--- config.mk ---
export PLATFORM = sky130hd
export DESIGN_NAME = dm_arbiter
export DESIGN_NICKNAME = d
export VERILOG_FILES = /design/src/rtl/dm_arbiter.sv
export SDC_FILE = /design/constraint.sdc
export NUM_CORES = 1
export LEC_CHECK = 0
export BUFFER_PORTS_ARGS = -buffer_cell sky130_fd_sc_hd__buf_2
export CORE_ASPECT_RATIO = 1.4
export CORE_MARGIN = 2
export CORE_UTILIZATION = 46
export DETAILED_ROUTE_END_ITERATION = 12
export GPL_TIMING_DRIVEN = 0
export PLACE_DENSITY = 0.81
export SYNTH_ARGS = -nofsm -noshare
export SYNTH_HDL_FRONTEND = slang
export SYNTH_SLANG_ARGS = --single-unit
--- constraint.sdc ---
create_clock -name Clk -period 4.25 [get_ports Clk]
set_input_delay 0.2125 -clock Clk [delete_from_list [all_inputs] [get_ports Clk]]
set_output_delay 0.2125 -clock Clk [all_outputs]
set_load 0.1 [all_outputs]
--- src/rtl/dm_arbiter.sv ---
// Two-port arbiter/sequencer for the single-port data memory: CPU port C, debug port D.
// Define DMARB_CPU_PRIO_EN for fixed CPU priority; default build is round-robin.
module dm_arbiter #(
  parameter int AW = 30,
  parameter int DW = 32
) (
  input  logic          Clk,
  input  logic          Reset,
  input  logic          C_Req,
  input  logic          C_Wr,
  input  logic [AW-1:0] C_Ad,
  input  logic [DW-1:0] C_WrData,
  output logic          C_Ack,
  output logic [DW-1:0] C_RdData,
  input  logic          D_Req,
  input  logic          D_Wr,
  input  logic [AW-1:0] D_Ad,
  input  logic [DW-1:0] D_WrData,
  output logic          D_Ack,
  output logic [DW-1:0] D_RdData,
  output logic [AW-1:0] Mem_Ad,
  output logic [DW-1:0] Mem_WrData,
  output logic          Mem_Wr,
  output logic          Mem_Rd,
  input  logic [DW-1:0] Mem_DM,
  output logic          Busy,
  output logic          Owner
);

  typedef enum logic [1:0] {
    IDLE  = 2'd0,
    ISSUE = 2'd1,
    RESP  = 2'd2
  } state_t;

  state_t        state_q;
  logic          owner_q;
  logic          wr_q;
  logic          busy_q;
  logic          c_ack_q;
  logic          d_ack_q;
  logic          mem_wr_q;
  logic          mem_rd_q;
  logic [AW-1:0] mem_ad_q;
  logic [DW-1:0] mem_wrdata_q;
  logic [DW-1:0] c_rddata_q;
  logic [DW-1:0] d_rddata_q;
`ifndef DMARB_CPU_PRIO_EN
  logic          last_q;
`endif

  logic          gnt_vld_d;
  logic          gnt_owner_d;
  logic          gnt_wr_d;
  logic [AW-1:0] gnt_ad_d;
  logic [DW-1:0] gnt_wrdata_d;

  // Winner selection, only consumed in IDLE
  always_comb begin
    gnt_vld_d = C_Req | D_Req;
`ifdef DMARB_CPU_PRIO_EN
    gnt_owner_d = !C_Req;
`else
    gnt_owner_d = (C_Req && D_Req) ? !last_q : D_Req;
`endif
    gnt_wr_d     = gnt_owner_d ? D_Wr     : C_Wr;
    gnt_ad_d     = gnt_owner_d ? D_Ad     : C_Ad;
    gnt_wrdata_d = gnt_owner_d ? D_WrData : C_WrData;
  end

  always_ff @(posedge Clk or posedge Reset) begin
    if (Reset) begin
      state_q      <= IDLE;
      owner_q      <= 1'b0;
      wr_q         <= 1'b0;
      busy_q       <= 1'b0;
      c_ack_q      <= 1'b0;
      d_ack_q      <= 1'b0;
      mem_wr_q     <= 1'b0;
      mem_rd_q     <= 1'b0;
      mem_ad_q     <= '0;
      mem_wrdata_q <= '0;
      c_rddata_q   <= '0;
      d_rddata_q   <= '0;
`ifndef DMARB_CPU_PRIO_EN
      last_q       <= 1'b1;
`endif
    end else begin
      // Acks and strobes are single-cycle pulses unless set below
      c_ack_q  <= 1'b0;
      d_ack_q  <= 1'b0;
      mem_wr_q <= 1'b0;
      mem_rd_q <= 1'b0;
      unique case (state_q)
        IDLE: begin
          if (gnt_vld_d) begin
            state_q      <= ISSUE;
            busy_q       <= 1'b1;
            owner_q      <= gnt_owner_d;
            wr_q         <= gnt_wr_d;
            mem_ad_q     <= gnt_ad_d;
            mem_wrdata_q <= gnt_wrdata_d;
            mem_wr_q     <= gnt_wr_d;
            mem_rd_q     <= !gnt_wr_d;
          end
        end
        ISSUE: begin
          state_q <= RESP;
        end
        RESP: begin
          state_q <= IDLE;
          busy_q  <= 1'b0;
          if (owner_q) d_ack_q <= 1'b1;
          else         c_ack_q <= 1'b1;
          if (!wr_q) begin
            if (owner_q) d_rddata_q <= Mem_DM;
            else         c_rddata_q <= Mem_DM;
          end
`ifndef DMARB_CPU_PRIO_EN
          last_q <= owner_q;
`endif
        end
        default: begin
          state_q <= IDLE;
          busy_q  <= 1'b0;
        end
      endcase
    end
  end

  assign C_Ack      = c_ack_q;
  assign D_Ack      = d_ack_q;
  assign C_RdData   = c_rddata_q;
  assign D_RdData   = d_rddata_q;
  assign Mem_Ad     = mem_ad_q;
  assign Mem_WrData = mem_wrdata_q;
  assign Mem_Wr     = mem_wr_q;
  assign Mem_Rd     = mem_rd_q;
  assign Busy       = busy_q;
  assign Owner      = owner_q;

endmodule

==> results, run 1 <==
- The number of antenna violations at the first check in global routing was 1.
- Together, buffers and inverters on the worst path number 3.
- For the finished layout, the period the worst path requires is around 1.8 ns.
- The CTS buffer count is 17.
- Clock tree synthesis selected as its root buffer the cell sky130_fd_sc_hd__clkbuf_16.
- At the end of the flow, the number of nets in the layout was 843.
- The buffer levels on the longest clock path is 2.
- Among cell families on the critical path, the largest total delay comes from buffers and inverters.
- The dominant cell type by count on the critical path is sky130_fd_sc_hd__buf_2.
- In this run the tightest slew margin relative to its limit is 0.5524.
- The number of hold-slack violations in the final timing report came to 0.
- The final core area utilization is 0.6597.
- For the worst-skew pair, the clock arrives at the later sink with an insertion delay of roughly 0.40 ns.
- OpenSTA, run right after detailed placement, puts the worst setup slack at 2.409 ns.
- The clock tree from TritonCTS is done.
- The number of gates resized after cts is 0.
- The flop and latch count out of synthesis is ~140.
- The detailed router finished its first iteration with 53 violations.
- The detailed router placed 4256 vias in this run.
- Fill cells in the final layout number 950.
- The die covers around 14000 µm².
- The tightest hold margin is slightly above 0.04 ns.
- The slack of the critical path is ~2.4 ns.
- The aggregate routed wire length is around 15 mm.
- The die outline height is ~140 µm.
- Buffers inserted to repair hold after CTS numbered 1.
- In this run the standard cell core region covers roughly 12000 µm².
- The clock skew after layout is 0.006592 ns.
- In the global route stage, met2 resource usage came out at 0.3956.
- The wire length of the first global-routing pass is between 20 and 25 mm.
- Across every metal layer, demand over resource in global routing totals 0.2213.
- Setup repair after global routing left no endpoint under its margin.
- CTS saw between 100 and 150 sinks.
- Synthesis instantiated 20 different standard cells from the library.
- In this run the horizontal extent of the chip is approximately 99 µm.
- The number of buffers added on ports is about 300.
- The wire-length estimate of the detail-placed layout is approximately 12 mm.
- The final-report max-slew violation count is 0.
- The number of top-level pins is slightly below 300.
- The routing usage on met3 is 0.07865.
- The remaining global-route overflow is 0.
- In the synthesized netlist the async set-or-reset flop fraction comes to 1.000.
- The via count of the first global-routing pass is ~4600.
- The data arrival time of the critical path is 2.09 ns.
- Ranked by instance count, the synthesized netlist is headed by sky130_fd_sc_hd__dfrtp_1 (135), sky130_fd_sc_hd__mux2_2 (114), sky130_fd_sc_hd__mux2_1 (74).
- Of the post-synthesis cell area, the dominant cell type holds 0.5829.
- The average instance in the mapped netlist occupies about 16 µm².
- The Yosys step of the flow raised 0 warnings.
- The routed length per instance is 17.85 µm.
- By area the synthesized netlist is led by sky130_fd_sc_hd__dfrtp_1 (58%), sky130_fd_sc_hd__mux2_2 (22%), sky130_fd_sc_hd__mux2_1 (14%).
- The count of flip-flops with a built-in enable after synthesis is 0.
- The number of rows in the core area is 48.
- For this run, the detailed router's first-pass iteration total came to 3.
- In the final layout, the share of cells above drive strength 1 is 0.6662.
- The largest single stage delay on the critical path is around 0.43 ns.
- After detailed routing, the number of vias per cell comes to roughly 5.0.
- The worst setup path category is reg2reg.
- The H-tree depth reported by CTS is 4.
- For this configuration, the core starts out at a cell density of 0.4707.
- The final-layout setup total negative slack is 0 ns.
- After clock tree synthesis, the setup repair step added 0 buffers.
- The number of nets in the synthesized netlist is approximately 530.
- The worst setup path is captured at a register.
- The worst-margin pin slew is approximately 0.67 ns.
- The congestion estimate from routability-driven global placement came to slightly above 0.8.
- In this run the worst path has a maximum fanout of 10.
- The worst hold path class is in2reg.
- The kind of launch point of the worst setup path is a register.
- Static timing analysis puts the maximum clock frequency at approximately 0.55 GHz.
- The cell area that synthesis handed to floorplanning was 5796 µm².
- The clock transition at the registers of the reported paths is ~0.060 ns.
- The global routing met1 resource utilization is 0.2273.
- The cell with the most instances after synthesis is sky130_fd_sc_hd__dfrtp_1.
- The final period utilization is 0.4265.
- Once detail routing completed, the nets flagged for antenna violations numbered 0.
- The relative area change from synthesis to final layout is 40.13%.
- The largest net degree at the start of global routing is 74.
- The critical path goes through nor2_1 > o21ai_1 > inv_1 > buf_2 > buf_2 > mux2_2.
- The flow ran to the end, and the final reports show no timing, DRC or antenna violations.
- The most used flip-flop cell after synthesis is sky130_fd_sc_hd__dfrtp_1.
- For the worst setup path, the data required time is 4.53 ns.
- The final count of negative-setup-slack endpoints is 0.
- Of the synthesized area, sequential elements account for 0.5874.
- The worst-path cell with the longest stage delay is sky130_fd_sc_hd__dfrtp_1.
- The count of unresolved DRC violations after routing is 0.
- The global routing stage identified its most utilized layer as met2.
- sky130_fd_sc_hd__dfrtp_1 takes more of the synthesized area than any other cell.
- The number of max-cap violations is 0.
- The slack of the worst reg-to-reg path is 2.44 ns.
- The cell count after synthesis came out at roughly 370.
## through the flow
step / area, µm² / cells
floorplan: 5796 / 367
global placement: 7450 / 810
detailed placement: 7482 / 811
CTS: 8119 / 842
global route: 8122 / 843
finish: 8122 / 843
## final timing paths
| path | from | end | cells after the start |
|---|---|---|---|
| setup reg to reg | state_q[1]$_DFFE_PP0P_ | Mem_WrData[30]$_DFFE_PP0P_ | 6 |
| setup / recovery | state_q[1]$_DFFE_PP0P_ | Mem_WrData[30]$_DFFE_PP0P_ | 6 |
| min in group asynchronous | Reset | Mem_Ad[22]$_DFFE_PP0P_ | 3 |
| hold / removal | Mem_DM[19] | D_RdData[19]$_DFFE_PP0P_ | 2 |
| max in group asynchronous | Reset | C_RdData[19]$_DFFE_PP0P_ | 4 |
| hold reg to reg | last_q$_DFFE_PP1P_ | last_q$_DFFE_PP1P_ | 2 |
## sequential cells by signal, summed over array words and instances, names as in the netlist, 2 cells and up
| register | cells |
|---|---|
| C_RdData | 32 |
| D_RdData | 32 |
| Mem_WrData | 32 |
| Mem_Ad | 30 |
| state_q | 2 |
## routing by layer
metal,routed length [µm],vias up
met3,1361,43
met4,607,0
met5,0,-
li1,-,1933
met1,5060,2080
met2,8020,200
## cell type report
cell class | count | area [µm²] | share of cell area
flip-flops and latches | 136 | 3405 | 0.4192
inverters | 5 | 23.77 | 0.002927
clock inverters | 11 | 173.9 | 0.02141
plain buffers | 20 | 143.9 | 0.01772
repair buffers | 295 | 1504 | 0.1852
diodes | 1 | 2.502 | 0.0003081
clock buffers | 19 | 452.9 | 0.05577
multi-input cells | 206 | 2228 | 0.2744
well taps | 150 | 187.7 | 0.02311
## cell usage in the layout (no fill, tap or decap)
cell / n
sky130_fd_sc_hd__buf_2: 306
sky130_fd_sc_hd__dfrtp_1: 135
sky130_fd_sc_hd__mux2_2: 114
sky130_fd_sc_hd__mux2_1: 74
sky130_fd_sc_hd__clkbuf_16: 17
sky130_fd_sc_hd__buf_6: 7
sky130_fd_sc_hd__nor2_1: 4
sky130_fd_sc_hd__inv_1: 4
sky130_fd_sc_hd__bufinv_16: 4
sky130_fd_sc_hd__clkinvlp_4: 3
sky130_fd_sc_hd__clkinv_4: 3
sky130_fd_sc_hd__mux2i_1: 2
sky130_fd_sc_hd__nand2_1: 2
sky130_fd_sc_hd__clkbuf_8: 2
sky130_fd_sc_hd__diode_2: 1
sky130_fd_sc_hd__nand3b_1: 1
sky130_fd_sc_hd__o21ai_1: 1
sky130_fd_sc_hd__nand2b_1: 1
sky130_fd_sc_hd__nor3_2: 1
sky130_fd_sc_hd__a21bo_1: 1
sky130_fd_sc_hd__and2_1: 1
sky130_fd_sc_hd__inv_6: 1
sky130_fd_sc_hd__o21ai_0: 1
sky130_fd_sc_hd__nor3_1: 1
sky130_fd_sc_hd__a21o_1: 1
sky130_fd_sc_hd__nor2b_1: 1
sky130_fd_sc_hd__clkinv_2: 1
sky130_fd_sc_hd__dlygate4sd3_1: 1
sky130_fd_sc_hd__dfstp_2: 1
sky130_fd_sc_hd__buf_16: 1
## cell families (layout without fill, tap and decap cells)
kind of cell | count (synthesis) | in the layout | share of synthesized area
and+or+nand+nor | 12 | 12 | 0.01101
DFF | 136 | 136 | 0.5874
muxes | 190 | 190 | 0.3687
AOI/OAI and AO/OA | 4 | 4 | 0.004748
buffers and inverters | 25 | 350 | 0.02807
other | 0 | 1 | 0
Power of run 1 is not shown: default switching activity piles up to over one toggle a cycle in this logic, so the estimate is an artifact.
==> run 2, diff against run 1 <==
--- a/config.mk
+++ b/config.mk
@@ -5,13 +5,14 @@
 export SDC_FILE = /design/constraint.sdc
 export NUM_CORES = 1
 export LEC_CHECK = 0
+export ABC_AREA = 1
 export BUFFER_PORTS_ARGS = -buffer_cell sky130_fd_sc_hd__buf_2
 export CORE_ASPECT_RATIO = 1.4
 export CORE_MARGIN = 2
-export CORE_UTILIZATION = 46
+export CORE_UTILIZATION = 42
 export DETAILED_ROUTE_END_ITERATION = 12
 export GPL_TIMING_DRIVEN = 0
-export PLACE_DENSITY = 0.81
+export PLACE_DENSITY = 0.76
 export SYNTH_ARGS = -nofsm -noshare
 export SYNTH_HDL_FRONTEND = slang
 export SYNTH_SLANG_ARGS = --single-unit
==> constraint.sdc (replaced) <==
create_clock -name Clk -period 1.6 [get_ports Clk]
set_input_delay 0.08 -clock Clk [delete_from_list [all_inputs] [get_ports Clk]]
set_output_delay 0.08 -clock Clk [all_outputs]
set_load 0.1 [all_outputs]
==> results, run 2 <==
- TritonCTS built the clock tree.
- Across the run, the number of max-cap violations was 0.
- The remaining global-route overflow is 0.
- On the critical path, the stage with the largest delay is an instance of sky130_fd_sc_hd__clkbuf_1.
- After detailed routing, the number of vias per cell comes to between 4 and 5.
- The via count of the first global-routing pass is about 7100.
- The flop and latch count out of synthesis is roughly 140.
- The die is around 110 µm wide.
- The biggest area consumer among synthesized cells is sky130_fd_sc_hd__dfrtp_1.
- STA puts the critical path data required time at ~1.9 ns.
- After detailed routing, the number of remaining DRC violations is 0.
- In this run the tightest slew margin relative to its limit is 0.6436.
- The insertion delay of the later-clocked pin in the worst-skew pair is around 0.40 ns.
- The number of hold-slack violations in the final timing report is 0.
- The number of antenna violations at the first check in global routing is 0.
- The number of buffers and inverters on the critical path is 1.
- The data arrival time of the critical path is between 1.5 and 2 ns.
- The tree built by TritonCTS fans out to between 100 and 150 sinks.
- The final period demand of the worst path is around 1.5 ns.
- The most critical setup path has its startpoint at last_q$_DFFE_PP1P_.
- The flow ran to the end, and the final reports show no timing, DRC or antenna violations.
- The number of top-level pins is a little under 300.
- The commonest cells after synthesis are sky130_fd_sc_hd__nand2_1 (258), sky130_fd_sc_hd__inv_1 (163), sky130_fd_sc_hd__dfrtp_1 (135).
- The clock transition at the registers of the reported paths is 0.06 ns.
- The netlist uses 18 different library cells.
- The average instance in the mapped netlist occupies between 7 and 8 µm².
- Counting every instance in the synthesized netlist gives 809.
- Setup violations remaining at the end of the flow were counted as 0.
- Ranked by total cell area, the synthesized netlist is headed by sky130_fd_sc_hd__dfrtp_1 (54%), sky130_fd_sc_hd__nand2_1 (15%), sky130_fd_sc_hd__nand3_1 (10%).
- The aggregate routed wire length is roughly 21 mm.
- The wire length of the first global-routing pass is ~33 mm.
- The number of warning messages in the yosys log is 0.
- The weighted congestion at the end of routability-driven global placement is roughly 0.85.
- In this design, the largest share of critical-path delay is due to simple AND/OR/NAND/NOR gates.
- Detailed routing inserted a total of 6925 vias.
- The maximum fanout count along the critical path is 10.
- The final period utilization is 0.9546.
- Once routing completed, OpenROAD measured the worst setup slack at slightly above 0.07 ns.
- In the final layout, the share of cells above drive strength 1 is 0.2981.
- The buffer levels on the longest clock path is 2.
- The number of design-rule violations left by the first detailed-router iteration is approximately 400.
- The H-tree depth reported by CTS is 4.
- The number of buffers added on ports is between 200 and 300.
- The floorplan step set the die height to approximately 150 µm.
- The kind of launch point of the worst setup path is a register.
- The initial utilization of the core area, before any placement, comes to 0.4318.
- The number of antenna diodes in the final layout is 0.
- The tree is rooted in a sky130_fd_sc_hd__clkbuf_16.
- The routed length per instance is between 10 and 15 µm.
- The number of rows in the core area is between 50 and 60.
- The relative area change from synthesis to final layout is 56.70%.
- The library cells used most frequently in the layout, excluding fill and tap cells, are sky130_fd_sc_hd__buf_2 (314), sky130_fd_sc_hd__nand2_1 (258), sky130_fd_sc_hd__inv_1 (162).
- The final net count is about 1400.
- Entering global routing, the biggest net connects 43 pins.
- The half-perimeter wire length after placement is 13.96 mm.
- In the synthesized netlist the dominant register cell turns out to be sky130_fd_sc_hd__dfrtp_1.
- The floorplan step defined a core boundary enclosing 14570 µm².
- The worst-margin pin slew is around 0.54 ns.
- Once detail routing completed, the nets flagged for antenna violations numbered 0.
- STA classifies the critical path endpoint as a register.
- The commonest non-fill, non-tap cell in the layout is sky130_fd_sc_hd__buf_2.
- The dominant cell type by count on the critical path is sky130_fd_sc_hd__nand3_1.
- The origin of the worst min-delay path is C_Ad[25].
- The share of async-settable or async-resettable flops after synthesis is 1.000.
- In this run the cell area of the synthesized design comes to 6294 µm².
- The top cell type's share of synthesized area is 0.5368.
- For this run, the total global-route usage over all layers was measured as 0.2641.
- Traced cell by cell, the critical path runs through nand2_2 > clkbuf_1 > nand3_1 > nand3_1 > nand2_1.
- The count of flip-flops with a built-in enable after synthesis is 0.
- At the end of the flow the core is filled with cells to 0.6767.
- For this run, the top clock speed supported by timing is 0.6547 GHz.
- The setup slack after placement is ~0.055 ns.
- The CTS buffer count is 17.
- The number of nets in the synthesized netlist is between 900 and 1000.
- The final-report max-slew violation count is 0.
- The startpoint identified for the worst register-to-register timing path is last_q$_DFFE_PP1P_.
- The critical path in this run is classified as reg2reg.
- The full die area is 15990 µm².
- The clock skew after layout is ~0.0069 ns.
- The first TritonRoute pass finished after 5 iterations.
- The share of the Yosys chip area taken by registers is 0.5410.
- The stage delay of the slowest cell on the critical path is roughly 0.39 ns.
- The worst hold path class is in2reg.
- Setup repair after global routing could not meet its margin everywhere.
- The cell with the most instances after synthesis is sky130_fd_sc_hd__nand2_1.
[run 2: cell count changes in the layout (fill, tap and decap cells not counted), moves of 6 or more]
cell | previous run | this run
sky130_fd_sc_hd__buf_2 | 306 | 314
sky130_fd_sc_hd__o21ai_1 | 1 | 44
sky130_fd_sc_hd__buf_4 | 0 | 14
sky130_fd_sc_hd__o21ai_0 | 1 | 21
sky130_fd_sc_hd__inv_1 | 4 | 162
sky130_fd_sc_hd__nand2_1 | 2 | 258
sky130_fd_sc_hd__mux2_1 | 74 | 0
sky130_fd_sc_hd__clkbuf_1 | 0 | 7
sky130_fd_sc_hd__dlygate4sd3_1 | 1 | 121
sky130_fd_sc_hd__buf_6 | 7 | 0
sky130_fd_sc_hd__mux2_2 | 114 | 0
sky130_fd_sc_hd__inv_6 | 1 | 7
sky130_fd_sc_hd__nand3_1 | 0 | 126
[run 2: metal layers]
| layer | up-vias | GRT usage | wire length [µm] |
|---|---|---|---|
| li1 | 3312 | - | - |
| met1 | 3153 | 0.2875 | 7612 |
| met2 | 350 | 0.4703 | 10820 |
| met3 | 110 | 0.05679 | 1416 |
| met4 | 0 | 0.1500 | 1271 |
| met5 | - | 0 | 0 |
[run 2: timing repair]
item / CTS / global route
hold buffers: 121 / 0
buffers inserted: 0 / 0
endpoints found under the hold margin: 140 / 0
endpoints found under the setup margin: 0 / 4
resized for setup: 0 / 2
[run 2: path summary, 6_finish.rpt]
path	end	slack, ns	cells after the start
setup reg to reg	Mem_WrData[29]$_DFFE_PP0P_	0.07	5
setup / recovery	Mem_WrData[29]$_DFFE_PP0P_	0.07	5
min in group asynchronous	Mem_Ad[22]$_DFFE_PP0P_	0.28	3
hold / removal	Mem_Ad[25]$_DFFE_PP0P_	0.01	5
hold reg to reg	Mem_Ad[3]$_DFFE_PP0P_	0.47	2
max in group asynchronous	Mem_Rd$_DFF_PP0_	0.49	5
[run 2: final cells by class]
cell class / count / area (µm²)
clock inverters: 13 / 132.6
inverters: 164 / 619.3
clock buffers: 19 / 452.9
repair buffers: 417 / 2738
fillers: 1177 / 4712
flip-flops and latches: 136 / 3405
well taps: 189 / 236.5
multi-input cells: 465 / 2027
plain buffers: 44 / 251.5
[run 2: kinds of logic (layout without fill, tap and decap cells)]
family                 count (synthesis)  after routing  share of synthesized area
and+or+nand+nor                      398            398                     0.2682
DFF                                  136            136                     0.5410
buffers and inverters                208            657                     0.1370
AOI/OAI and AO/OA                     67             67                    0.05388
[run 2: metrics by stage]
stage	area [µm²]	hold slack, ns	cells	setup TNS, ns
after CTS	9857	0.001064	1447	0
after global placement	8000	0.3441	1291	-138.88
after floorplan	6297	0.2284	809	-29.08
after detailed placement	8060	0.1536	1294	0
after global routing	9862	0.01788	1447	-0.01621
final	9862	0.01013	1447	0
[run 2: worst register-to-register path, cell delays in order, from the launching register on]
cell and delay [ns]:
sky130_fd_sc_hd__dfstp_2 0.38, sky130_fd_sc_hd__nand2_2 0.23, sky130_fd_sc_hd__clkbuf_1 0.39, sky130_fd_sc_hd__nand3_1 0.23, sky130_fd_sc_hd__nand3_1 0.14, sky130_fd_sc_hd__nand2_1 0.05
Power of run 2 is left out for the same reason.
==> run 3, diff against run 2 <==
==> constraint.sdc (replaced) <==
create_clock -name Clk -period 1.4 [get_ports Clk]
set_input_delay 0.07 -clock Clk [delete_from_list [all_inputs] [get_ports Clk]]
set_output_delay 0.07 -clock Clk [all_outputs]
set_load 0.1 [all_outputs]
==> results, run 3 (synthesized netlist as in run 2, its figures left out) <==
- The flow ran to the end, and the final reports show no timing, DRC or antenna violations.
- Setup repair after global routing could not meet its margin everywhere.
- In this run the core area contains 52 standard-cell rows.
- The final period demand of the worst path is 1.339 ns.
- The worst hold path class is in2reg.
- The remaining global-route overflow is 0.
- Dividing the final minimum period by the clock period gives 0.9564.
- Relative to the synthesized area, the layout overhead comes to 60.76%.
- The area of the core is between 10000 and 15000 µm².
- The number of hold-slack violations in the final timing report is 0.
- In the final design database the tool counted about 1400 nets.
- The number of cells traversed by the worst hold path is 5.
- At the later pin of the worst-skew pair, clock insertion delay measures roughly 0.4 ns.
- For this block, the via count after detailed routing is about 7300.
- The CTS buffer count is 17.
- The clock tree from TritonCTS is done.
- The final-report max-slew violation count is 0.
- Walking the worst path, the cells encountered are nand2_8 > nand2_4 > buf_4 > nand2_1 > nand3_1 > nand2_1.
- The number of design-rule violations left by the first detailed-router iteration is ~470.
- In this run the worst path has a maximum fanout of 11.
- The number of nets still failing antenna checks after routing is 0.
- The startpoint of the worst register-to-register path is last_q$_DFFE_PP1P_.
- The initial core utilization is 0.4318.
- The aggregate routed wire length is 23.09 mm.
- The largest net degree at the start of global routing is between 40 and 50.
- The stage delay of the slowest cell on the critical path is approximately 0.59 ns.
- Leaving out fill and tap cells, the most frequent cell in the layout is sky130_fd_sc_hd__buf_2.
- The worst setup path category is reg2reg.
- The full die area is around 16000 µm².
- Setup violations remaining at the end of the flow were counted as 0.
- Counting stages on the worst path, the most repeated cell is sky130_fd_sc_hd__nand2_1.
- Routability-driven placement finished with a final weighted congestion of between 0.9 and 1.
- The number of top-level pins is just under 300.
- The critical path buffer and inverter count is 1.
- The worst-margin pin slew is approximately 0.53 ns.
- For the final routed database, the setup TNS stands at 0 ns.
- The first global-routing pass estimated roughly 36 mm of wire.
- In this run the tightest slew margin relative to its limit is 0.6450.
- The slowest stage of the critical path belongs to the cell sky130_fd_sc_hd__dfstp_2.
- The number of antenna violations at the first check in global routing was 1.
- On the critical path the largest part of the delay comes from flip-flops.
- The die outline height is 148.8 µm.
- STA puts the critical path data required time at 1.69 ns.
- The number of clock sinks seen by CTS is approximately 140.
- The share of post-route cells with drive strength above 1 is 0.3046.
- The layout has around 1100 filler cells.
- The clock skew after layout is 0.009664 ns.
- CTS placed an instance of sky130_fd_sc_hd__clkbuf_16 at the clock tree root.
- From left edge to right edge, the die measures about 110 µm.
- For this run, the top clock speed supported by timing is about 0.75 GHz.
- The slack of the worst reg-to-reg path is 0.06 ns.
- The via count of the first global-routing pass was about 7600.
- In the layout the commonest cells are sky130_fd_sc_hd__buf_2 (309), sky130_fd_sc_hd__nand2_1 (257), sky130_fd_sc_hd__inv_1 (162).
- STA classifies the critical path startpoint as a register.
- Measured in cells, the most critical reg-to-reg path has a length of 6.
- The origin of the worst min-delay path is D_WrData[30].
- The mean number of vias per cell is roughly 5.
- In the global route stage, overall resource usage came out at 0.2858.
- The first detailed-routing pass ran for 6 iterations.
- During placement, the flow inserted port buffers numbering between 200 and 300.
- For this run, design rule violations remaining after detail routing come to 0.
- The clock transition at the registers of the reported paths is around 0.070 ns.
- Summed over all nets, the half-perimeter wirelength after detailed placement is 14.04 mm.
- After detailed routing, the average wire length per cell comes to ~16 µm.
- The kind of capture point of the worst setup path is a register.
- The clock tree synthesis step divided the H-tree into 4 levels.
- The buffer levels on the longest clock path is 2.
- Max-cap violations in this run came to 0.
- The worst-case hold path end point is Mem_WrData[30]$_DFFE_PP0P_.
- The worst register-to-register path ends at Mem_Ad[21]$_DFFE_PP0P_.
- The data arrival time of the critical path is roughly 1.6 ns.
-- run 3: routing by layer --
metal / share of wire / up-vias / GRT usage
met5: 0 / - / 0
met4: 0.066 / 0 / 0.1968
met3: 0.074 / 143 / 0.07121
met2: 0.52 / 466 / 0.5098
met1: 0.34 / 3366 / 0.2886
li1: - / 3351 / -
-- run 3: area by class of cell --
type                    instances  area, µm²  area share
well taps                     189      236.5     0.02337
flip-flops and latches        136       3407      0.3368
multi-input cells             467       2082      0.2058
plain buffers                  44      285.3     0.02820
clock buffers                  17      425.4     0.04205
clock inverters                15      178.9     0.01768
inverters                     164      619.3     0.06122
repair buffers                431       2880      0.2847
diodes                          1      2.502   0.0002473
-- run 3: worst max path at each step --
stage	from	endpoint	slack [ns]	depth (start not counted)
floorplan	Reset	Busy$_DFFE_PP0P_	-0.36	1
global placement	Reset	Mem_WrData[27]$_DFFE_PP0P_	-1.24	2
detailed placement	last_q$_DFFE_PP1P_	Mem_WrData[29]$_DFFE_PP0P_	-0.12	5
CTS	state_q[0]$_DFFE_PP0P_	Mem_WrData[28]$_DFFE_PP0P_	0.01	6
global route	state_q[0]$_DFFE_PP0P_	Mem_WrData[28]$_DFFE_PP0P_	-0.02	6
finish	last_q$_DFFE_PP1P_	Mem_Ad[21]$_DFFE_PP0P_	0.06	6
-- run 3: tightest hold or removal path, stage by stage --
cell and delay, ns:
sky130_fd_sc_hd__buf_2 0.08, sky130_fd_sc_hd__inv_1 0.03, sky130_fd_sc_hd__nand3_1 0.06, sky130_fd_sc_hd__nand3_1 0.08, sky130_fd_sc_hd__nand2_1 0.05
-- run 3: stage by stage --
stage | hold WS (ns) | worst slack, ns | area [µm²] | util | std cells
finish | 0.001461 | 0.06104 | 10120 | 0.6942 | 1464
global route | 0.009077 | -0.02081 | 10120 | 0.6942 | 1464
CTS | 0.001203 | 0.01095 | 10040 | 0.6891 | 1462
detailed placement | 0.1383 | -0.1172 | 8060 | 0.5531 | 1294
global placement | 0.3314 | -1.235 | 8000 | 0.5489 | 1291
floorplan | 0.2184 | -0.3623 | 6297 | - | 809
-- run 3: repair_timing --
action                                  CTS  global route
cloned                                    1             1
resized for setup                         8            27
endpoints found under the hold margin   145             0
setup buffers                             0             0
hold buffers                            135             0
endpoints found under the setup margin   60            68
pin swaps                                 1             1
Power of run 3 is left out for the same reason.
